`config.mk`:
```
export PLATFORM = sky130hd
export DESIGN_NAME = store_rr_scheduler
export DESIGN_NICKNAME = d
export VERILOG_FILES = /design/src/rtl/store_rr_scheduler.sv
export SDC_FILE = /design/constraint.sdc
export NUM_CORES = 1
export LEC_CHECK = 0
export CORE_ASPECT_RATIO = 1.4
export CORE_MARGIN = 2
export CORE_UTILIZATION = 45
export DETAILED_ROUTE_END_ITERATION = 12
export DONT_BUFFER_PORTS = 1
export GPL_TIMING_DRIVEN = 0
export PLACE_DENSITY_LB_ADDON = 0.15
export RECOVER_POWER = 50
export SYNTH_ARGS = -nofsm -noshare
export SYNTH_HDL_FRONTEND = slang
export SYNTH_SLANG_ARGS = --single-unit
```
`constraint.sdc`:
```
create_clock -name clk -period 4 [get_ports clk]
set_input_delay 1 -clock clk [delete_from_list [all_inputs] [get_ports clk]]
set_output_delay 1 -clock clk [all_outputs]
set_load 0.02 [all_outputs]
```
`src/rtl/store_rr_scheduler.sv`:
```
// Store-only BRAM write-port scheduler: round-robin arbitration across store ports,
// registered write stage, and a pending-store counter gating the memEnd token.
module store_rr_scheduler #(
    parameter int unsigned NUM_CONTROLS = 1,
    parameter int unsigned NUM_STORES   = 2,
    parameter int unsigned DATA_TYPE    = 32,
    parameter int unsigned ADDR_TYPE    = 32
) (
    input  logic                           clk,
    input  logic                           rst,
    input  logic                           memStart_valid,
    output logic                           memStart_ready,
    output logic                           memEnd_valid,
    input  logic                           memEnd_ready,
    input  logic                           ctrlEnd_valid,
    output logic                           ctrlEnd_ready,
    input  logic [NUM_CONTROLS*32-1:0]     ctrl,
    input  logic [NUM_CONTROLS-1:0]        ctrl_valid,
    output logic [NUM_CONTROLS-1:0]        ctrl_ready,
    input  logic [NUM_STORES*ADDR_TYPE-1:0] stAddr,
    input  logic [NUM_STORES-1:0]          stAddr_valid,
    output logic [NUM_STORES-1:0]          stAddr_ready,
    input  logic [NUM_STORES*DATA_TYPE-1:0] stData,
    input  logic [NUM_STORES-1:0]          stData_valid,
    output logic [NUM_STORES-1:0]          stData_ready,
    output logic                           storeEn,
    output logic [ADDR_TYPE-1:0]           storeAddr,
    output logic [DATA_TYPE-1:0]           storeData
);

    localparam int unsigned PTR_W = (NUM_STORES > 1) ? $clog2(NUM_STORES) : 1;
    localparam int unsigned CNT_W = 32;

    typedef enum logic [1:0] {IDLE, RUN, DRAIN, DONE} state_e;

    state_e               state_q, state_d;
    logic [PTR_W-1:0]     ptr_q, ptr_d;
    logic [CNT_W-1:0]     cnt_q, cnt_d;
    logic                 store_en_q, store_en_d;
    logic [ADDR_TYPE-1:0] store_addr_q, store_addr_d;
    logic [DATA_TYPE-1:0] store_data_q, store_data_d;

    logic                  active;
    logic                  grant_any;
    logic [PTR_W-1:0]      grant_idx;
    logic [NUM_STORES-1:0] grant;
    logic [CNT_W-1:0]      ctrl_sum;

    assign active = (state_q == RUN) || (state_q == DRAIN);

    // First eligible port scanning upward from the pointer, wrapping around.
    always_comb begin
        int unsigned      idx;
        logic [PTR_W-1:0] sel;
        grant     = '0;
        grant_any = 1'b0;
        grant_idx = '0;
        idx       = 0;
        sel       = '0;
        for (int unsigned k = 0; k < NUM_STORES; k++) begin
            idx = 32'(ptr_q) + k;
            if (idx >= NUM_STORES) idx = idx - NUM_STORES;
            sel = PTR_W'(idx);
            if (!grant_any && active && stAddr_valid[sel] && stData_valid[sel]) begin
                grant_any  = 1'b1;
                grant_idx  = sel;
                grant[sel] = 1'b1;
            end
        end
    end

    always_comb begin
        ctrl_sum = '0;
        for (int unsigned i = 0; i < NUM_CONTROLS; i++) begin
            if (ctrl_valid[i] && active) ctrl_sum = ctrl_sum + ctrl[i*32 +: 32];
        end
    end

    // Next-state, pointer, counter and write-stage logic.
    always_comb begin
        state_d      = state_q;
        ptr_d        = ptr_q;
        cnt_d        = cnt_q + ctrl_sum - CNT_W'(grant_any);
        store_en_d   = grant_any;
        store_addr_d = store_addr_q;
        store_data_d = store_data_q;

        if (grant_any) begin
            store_addr_d = stAddr[grant_idx*ADDR_TYPE +: ADDR_TYPE];
            store_data_d = stData[grant_idx*DATA_TYPE +: DATA_TYPE];
            ptr_d = (32'(grant_idx) + 1 >= NUM_STORES) ? '0 : grant_idx + PTR_W'(1);
        end

        unique case (state_q)
            IDLE:  if (memStart_valid) state_d = RUN;
            RUN:   if (ctrlEnd_valid)  state_d = DRAIN;
            DRAIN: if (cnt_q == '0 && ctrl_valid == '0 && !grant_any && !store_en_q)
                       state_d = DONE;
            DONE:  if (memEnd_ready)   state_d = IDLE;
            default: state_d = IDLE;
        endcase
    end

    always_ff @(posedge clk) begin
        if (rst) begin
            state_q      <= IDLE;
            ptr_q        <= '0;
            cnt_q        <= '0;
            store_en_q   <= 1'b0;
            store_addr_q <= '0;
            store_data_q <= '0;
        end else begin
            state_q      <= state_d;
            ptr_q        <= ptr_d;
            cnt_q        <= cnt_d;
            store_en_q   <= store_en_d;
            store_addr_q <= store_addr_d;
            store_data_q <= store_data_d;
        end
    end

    assign memStart_ready = (state_q == IDLE);
    assign ctrlEnd_ready  = (state_q == RUN);
    assign memEnd_valid   = (state_q == DONE);
    assign ctrl_ready     = {NUM_CONTROLS{active}};
    assign stAddr_ready   = grant;
    assign stData_ready   = grant;
    assign storeEn        = store_en_q;
    assign storeAddr      = store_addr_q;
    assign storeData      = store_data_q;

endmodule

```
==> impl_metrics.toml, run 1 <==
[outcome]
status = "finished clean"

[die]
start_util_pct = 46.3
die_area_um2 = 15400
fp.dieW_um = 105
ios = 243
core_area_um2 = 14000
die_y_um = 146
num_rows = 51

[global_route]
track_usage_pct = 26.0
grt_pass1_wl_um = 31500
grt_max_degree = 20
grt_util_met1_pct = 27.1
grt_pass1_vias = 6113
met2_usage_pct = 47.9
grt_overflow = 0
grt.busiest_layer = "met2"
use_met3_pct = 7.39
antenna_found_initial = 1

[worst_setup_path]
critPathLaunchType = "flop"
r2r_slack_ns = 0.12
ff2ff_path_depth = 16
crit_arrival_ns = 4.12
end_kind = "flop"
required_ns = 4.24
crit_fanout = 19
critPathKind = "reg2reg"

[synth]
syn-num-nets = 1101
synth_top_area_share_pct = 30.9
ys_warn_count = 0
synth-simple-area-share_pct = 22.6
avgSynthCellArea_um2 = 7.49
muxShareOfSynthArea_pct = 1.78
synthXorXnorAreaFrac_pct = 1.08
synth_top_area_cell = "dfxtp_1"
synth-edff-count = 0
synth-compound-area-share_pct = 21.1
synthAdderAreaFrac_pct = 13.1
yosysSeqAreaShare_pct = 30.9
synth.distinct_cells = 64
syn_inst = 864
synth.cell_area_um2 = 6470
synth_top_family_by_area = "simple AND/OR/NAND/NOR gates"
synthArstFlopShare_pct = 0
synth-seq-cells = 100
synth-main-ff-cell = "dfxtp_1"
synthTopCellsByArea = "dfxtp_1 (31%), ha_1 (13%), nand2_1 (10%), a311oi_1 (8.7%), inv_1 (6.3%)"

[timing]
grt_setup_unrepaired = "true"
tightest_slew_ns = 0.837
slew_headroom_pct = 44.2
setup_viol_count_final = 0
finalMaxSlewViolations = 0
fin_skew_ns = 0.0111
fmax_mhz = 258
min_period_ns = 3.88
hold_viol = 0
fin_ws_ns = 0.121
min_period_over_period_pct = 97.0

[power_and_ir_drop]
p_int_mw = 4.18
p_seq_share_pct = 24.2
swShare_pct = 49.6
pwr-share-clk_pct = 10.7
p_per_area_nw_per_um2 = 1160
pwr-share-comb_pct = 65.0
power.net_switching_mw = 4.12
ir_drop_mv = 0.360
power.total_mw = 8.30
p_leak_nw = 3.09

[min_path]
holdPathStages = 1
min_path_type = "reg2reg"

[layout]
final_core_util_pct = 51.2
nNetsFinal = 1118
design_area_um2 = 7150
syn_to_final_growth_pct = 10.5
fill_cells = 1417
drive_above_1_share_pct = 7.90

[drt]
drt_first_iter_violations = 242
via_per_inst = 5.70
drc_errors = 0
wl_per_cell_um = 18.9
antenna_left = 0
vias = 6115
routed_wirelength_um = 20200
dr.pass1.iters = 6

[cts]
cts.clk_slew.worst_paths_ns = 0.08
clock_latency_ns = 0.35
cts_buffers = 9
cts-root-buf = "clkbuf_16"
tritoncts = "done"
htreeDepth = 3
numClockSinks = 100
cts_buffer_depth = 2

[place]
io_buffers = 0
place_area_um2 = 6710
place_ws_ns = -0.874
gp_congestion = 0.937
hpwlAfterDp_um = 16400

[job]
maxCapViolCount = 0
==> what timing repair did <==
action / in CTS / in global routing
hold buffers: 0 / 0
setup buffers: 3 / 5
endpoints found under the setup margin: 25 / 11
cloned: 0 / 0
gates resized for setup: 15 / 11
pin swaps: 3 / 8
==> registers in the layout, indices dropped and copies added (netlist names) <==
signal	cells
storeData	32
ptr_q	1
storeAddr	32
state_q	2
cnt_q	32
storeEn	1
==> worst paths after layout <==
| path | endpoint | startpoint |
|---|---|---|
| max | cnt_q[26] | state_q[1] |
| min | ptr_q | ptr_q |
| max reg2reg | cnt_q[26] | state_q[1] |
| min reg2reg | ptr_q | ptr_q |
==> cell usage after synthesis, types with 4 or more instances <==
cell type    n
xor2_1       4
nor2_1      94
a31oi_1      7
buf_1        5
nand2_1    173
nand3_1     11
o21a_1       8
xnor2_1      4
mux2_2       6
inv_1      108
nor2b_1     13
ha_1        66
a21o_1      11
dfxtp_1    100
a211oi_1     7
o21bai_1     4
nand4_1      6
nor4_1       8
o21ai_0     18
a21oi_1     30
clkbuf_1    39
nor3_1      19
a311oi_1    64
==> area by class of cell <==
class	count	area (um^2)	share of cell area, %
Multi-Input combinational cell	607	3920	54.8
Sequential cell	100	2000	28.0
Inverter	108	405	5.67
Clock buffer	10	239	3.34
Buffer	47	235	3.29
Tap cell	185	231	3.24
Timing Repair Buffer	8	60.1	0.840
Clock inverter	6	56.3	0.787
Antenna cell	1	2.50	0.0350
==> cell families (layout without fill, tap and decap cells) <==
logic type	Yosys count	count (layout)
flops	100	100
compound gates	180	180
xor+xnor	8	8
buf+inv	157	179
other cells	0	1
fa+ha+maj	67	67
mux	10	10
simple gates	342	342
==> power by group through the flow <==
stage	registers [mW]	logic (mW)	clock network [mW]
2_1_floorplan	1.89	4.07	0
3_3_place_gp	2.03	4.93	0
3_5_place_dp	2.04	5.06	0
4_1_cts	2.01	5.24	0.903
5_1_grt	2.05	6.06	0.946
6_report	2.01	5.40	0.891
==> worst max-delay path, cell delays in order, from the launching register on <==
cell and delay (ns):
dfxtp_2 0.34, inv_1 0.08, ha_4 0.37, a21boi_4 0.25, clkbuf_16 0.21, ha_1 0.23, inv_1 0.06, ha_2 0.19
inv_1 0.07, fa_2 0.35, nor2b_2 0.17, o31a_1 0.22, o31a_1 0.22, o211ai_2 0.17, a21o_1 0.26, o31ai_2 0.19
mux2_2 0.37
==> placed cells by master, fill, tap and decap left out, types with 5 or more instances in the layout <==
master and instances:
buf_1 5, clkbuf_1 33, mux2_2 5, nand4_1 6, nand2_1 173, nand3_1 11, nor4_1 8, a31oi_1 7
a21o_1 11, ha_1 64, nor2b_1 12, a311oi_1 64, buf_4 11, a211oi_1 7, a21oi_1 30, inv_1 107
o21ai_0 17, nor2_1 94, nor3_1 17, clkbuf_16 10, dfxtp_1 98, o21a_1 8
==> stage by stage <==
stage	setup TNS, ns	cells	hold WS, ns
floorplan	-0.0174	864	0.455
global placement	-9.91	1049	0.477
detailed placement	-11.55	1049	0.501
CTS	0	1066	0.510
global route	-0.0522	1072	0.552
finish	0	1072	0.516
==> per-layer routing <==
metal | wire [um] | vias to the layer above
li1 | - | 3001
met1 | 7510 | 2842
met2 | 10600 | 235
met3 | 1480 | 37
met4 | 658 | 0
met5 | 0 | -
No activity file was read; power rests on OpenSTA's default activity.
==> inputs of run 2 (changes only) <==
--- a/config.mk
+++ b/config.mk
@@ -6,4 +6,5 @@
 export NUM_CORES = 1
 export LEC_CHECK = 0
+export ABC_AREA = 1
 export CORE_ASPECT_RATIO = 1.4
 export CORE_MARGIN = 2
==> constraint.sdc (replaced) <==
create_clock -name clk -period 4 [get_ports clk]
set_input_delay 0.6 -clock clk [delete_from_list [all_inputs] [get_ports clk]]
set_output_delay 0.6 -clock clk [all_outputs]
set_load 0.02 [all_outputs]
==> impl_metrics.toml, run 2 <==
[outcome]
status = "finished clean"

[global_route]
grt_overflow = 0
track_usage_pct = 25.3
grt_pass1_vias = 6679
antenna_found_initial = 2
grt_max_degree = 20
grt_pass1_wl_um = 32800

[cts]
cts.clk_slew.worst_paths_ns = 0.08
post_cts_buffers = 0
htreeDepth = 3
cts_buffers = 9
tritoncts = "done"
cts-root-buf = "clkbuf_16"
numClockSinks = 100
clock_latency_ns = 0.35
cts_buffer_depth = 2

[timing]
min_period_over_period_pct = 91.5
fin_setup_tns_ns = 0
holdWs_ns = 0.404
grt_setup_unrepaired = "false"
fmax_mhz = 273
finalMaxSlewViolations = 0
setup_viol_count_final = 0
hold_viol = 0
slew_headroom_pct = 56.6
fin_ws_ns = 0.340
min_period_ns = 3.66
tightest_slew_ns = 0.651
fin_skew_ns = 0.0120

[power_and_ir_drop]
ir_drop_mv = 0.398
pwr-share-comb_pct = 64.6
pwr-share-clk_pct = 10.7
p_leak_nw = 3.97
power.net_switching_mw = 4.61
power.total_mw = 8.28
p_int_mw = 3.67
swShare_pct = 55.7
p_per_area_nw_per_um2 = 1090
p_seq_share_pct = 24.7

[die]
num_rows = 54
fp.dieW_um = 110
ios = 243
die_area_um2 = 16800
core_area_um2 = 15500
die_y_um = 152
start_util_pct = 45.8

[drt]
vias = 6812
drt_first_iter_violations = 266
antenna_left = 0
wl_per_cell_um = 15.1
routed_wirelength_um = 20800
dr.pass1.iters = 4
drc_errors = 0
via_per_inst = 4.94

[worst_setup_path]
critPathKind = "reg2reg"
critPathLaunchType = "flop"
end_kind = "flop"
crit_fanout = 10
path_cells = "inv_1, ha_2, nand2_1, inv_1, clkbuf_2, nand2_1, ha_1, inv_1, ha_1, inv_1, fa_1, inv_1, nand3_1, nand3_1, nand3_1, nand3_1, nand2_1, a21oi_1, nor2_1"
slowest_stage = "ha_2"
crit_arrival_ns = 3.90
crit_path_max_incr_delay_ns = 0.47
required_ns = 4.24
crit_path_frequent_cell = "inv_1"

[synth]
synth-edff-count = 0
synth.distinct_cells = 28
synth.cell_area_um2 = 7080
avgSynthCellArea_um2 = 6.08
synth_top_area_share_pct = 28.3
yosysSeqAreaShare_pct = 28.3
ys_warn_count = 0
synth-seq-cells = 100
syn_inst = 1165
synthTopCellsByArea = "dfxtp_1 (28%), nand2_1 (18%), ha_1 (12%), inv_1 (11%), o21ai_1 (7.8%)"
synthArstFlopShare_pct = 0
synth_top_area_cell = "dfxtp_1"
syn-num-nets = 1402
synth_most_common_cell = "nand2_1"
synthTopCellsByCount = "nand2_1 (347), inv_1 (216), o21ai_1 (111)"
synth-main-ff-cell = "dfxtp_1"

[layout]
fill_cells = 1681
syn_to_final_growth_pct = 7.49
design_area_um2 = 7610
final_core_util_pct = 49.2
drive_above_1_share_pct = 3.56
final_cell_mix = "nand2_1 (347), inv_1 (216), o21ai_1 (104)"
seq_area_um2 = 2000
multiInputGateArea_um2 = 4040
nNetsFinal = 1413
final_common_cell = "nand2_1"
fin_cells = 1379

[place]
place_area_um2 = 7330
dpl.cell_count = 1361
place_ws_ns = 0.0496
hpwlAfterDp_um = 17500
io_buffers = 0
gp_congestion = 0.924

[min_path]
min_path_type = "in2reg"

[job]
maxCapViolCount = 0
[run 2: changes by cell type in the layout (fill, tap and decap cells not counted), moves of 9 or more]
cell      previous run  this run
nand2_1            173       347
inv_1              107       216
o21ai_1              2       104
a21oi_1             30        96
a311oi_1            64         0
nand3_1             11        34
o21ai_0             17        36
clkbuf_1            33        21
nor2b_1             12         0
a21o_1              11         2
nor3_1              17         8
[run 2: power groups by stage]
stage	combinational [mW]	sequential [mW]	clock (mW)
final	5.35	2.05	0.888
after global routing	6.25	2.09	0.948
after CTS	5.40	2.05	0.910
after detailed placement	5.37	2.07	0
after global placement	5.33	2.07	0
after floorplan	4.18	1.95	0
[run 2: what timing repair did]
item / CTS / global route
resized for setup: 0 / 7
hold buffers: 0 / 0
setup endpoints to repair: 0 / 21
[run 2: path summary, 6_finish.rpt]
path	from	to	slack [ns]	cells past startpoint
min	stAddr[33]	storeAddr[1]	0.40	2
max	state_q[1]	cnt_q[28]	0.34	19
max reg2reg	state_q[1]	cnt_q[28]	0.34	19
min reg2reg	ptr_q	ptr_q	0.54	1
[run 2: routing by layer]
layer / vias to the layer above / part of all wire [%] / GRT usage [%] / wire, um
met5: - / 0 / 0 / 0
met4: 0 / 4.2 / 11.6 / 873
met3: 42 / 7.0 / 6.76 / 1460
met2: 194 / 53 / 46.5 / 10900
met1: 2923 / 36 / 25.8 / 7550
li1: 3653 / - / - / -
[run 2: logic make-up (layout without fill, tap and decap cells)]
kind of cell	count (synthesis)	after routing	synth area share [%]
simple gates	495	495	27.5
other cells	0	2	0
compound gates	243	243	17.4
flops	100	100	28.3
fa+ha+maj	67	67	11.9
buf+inv	258	274	14.7
xor+xnor	2	2	0.247
[run 2: final cells by class]
| cell class | instances | share of cell area [%] |
|---|---|---|
| clock buffer | 10 | 3.01 |
| clock inverter | 6 | 0.822 |
| multi-input combinational | 807 | 53.1 |
| antenna | 2 | 0.0657 |
| sequential | 100 | 26.3 |
| tap | 196 | 3.22 |
| inverter | 218 | 10.7 |
| buffer | 40 | 2.74 |
[run 2: critical path, delay by kind of cell (launching register included)]
| family | cells | cell delay (ns) |
|---|---|---|
| compound gates | 1 | 0.17 |
| flops | 1 | 0.39 |
| buf+inv | 6 | 0.76 |
| simple gates | 8 | 0.90 |
| fa+ha+maj | 4 | 1.33 |
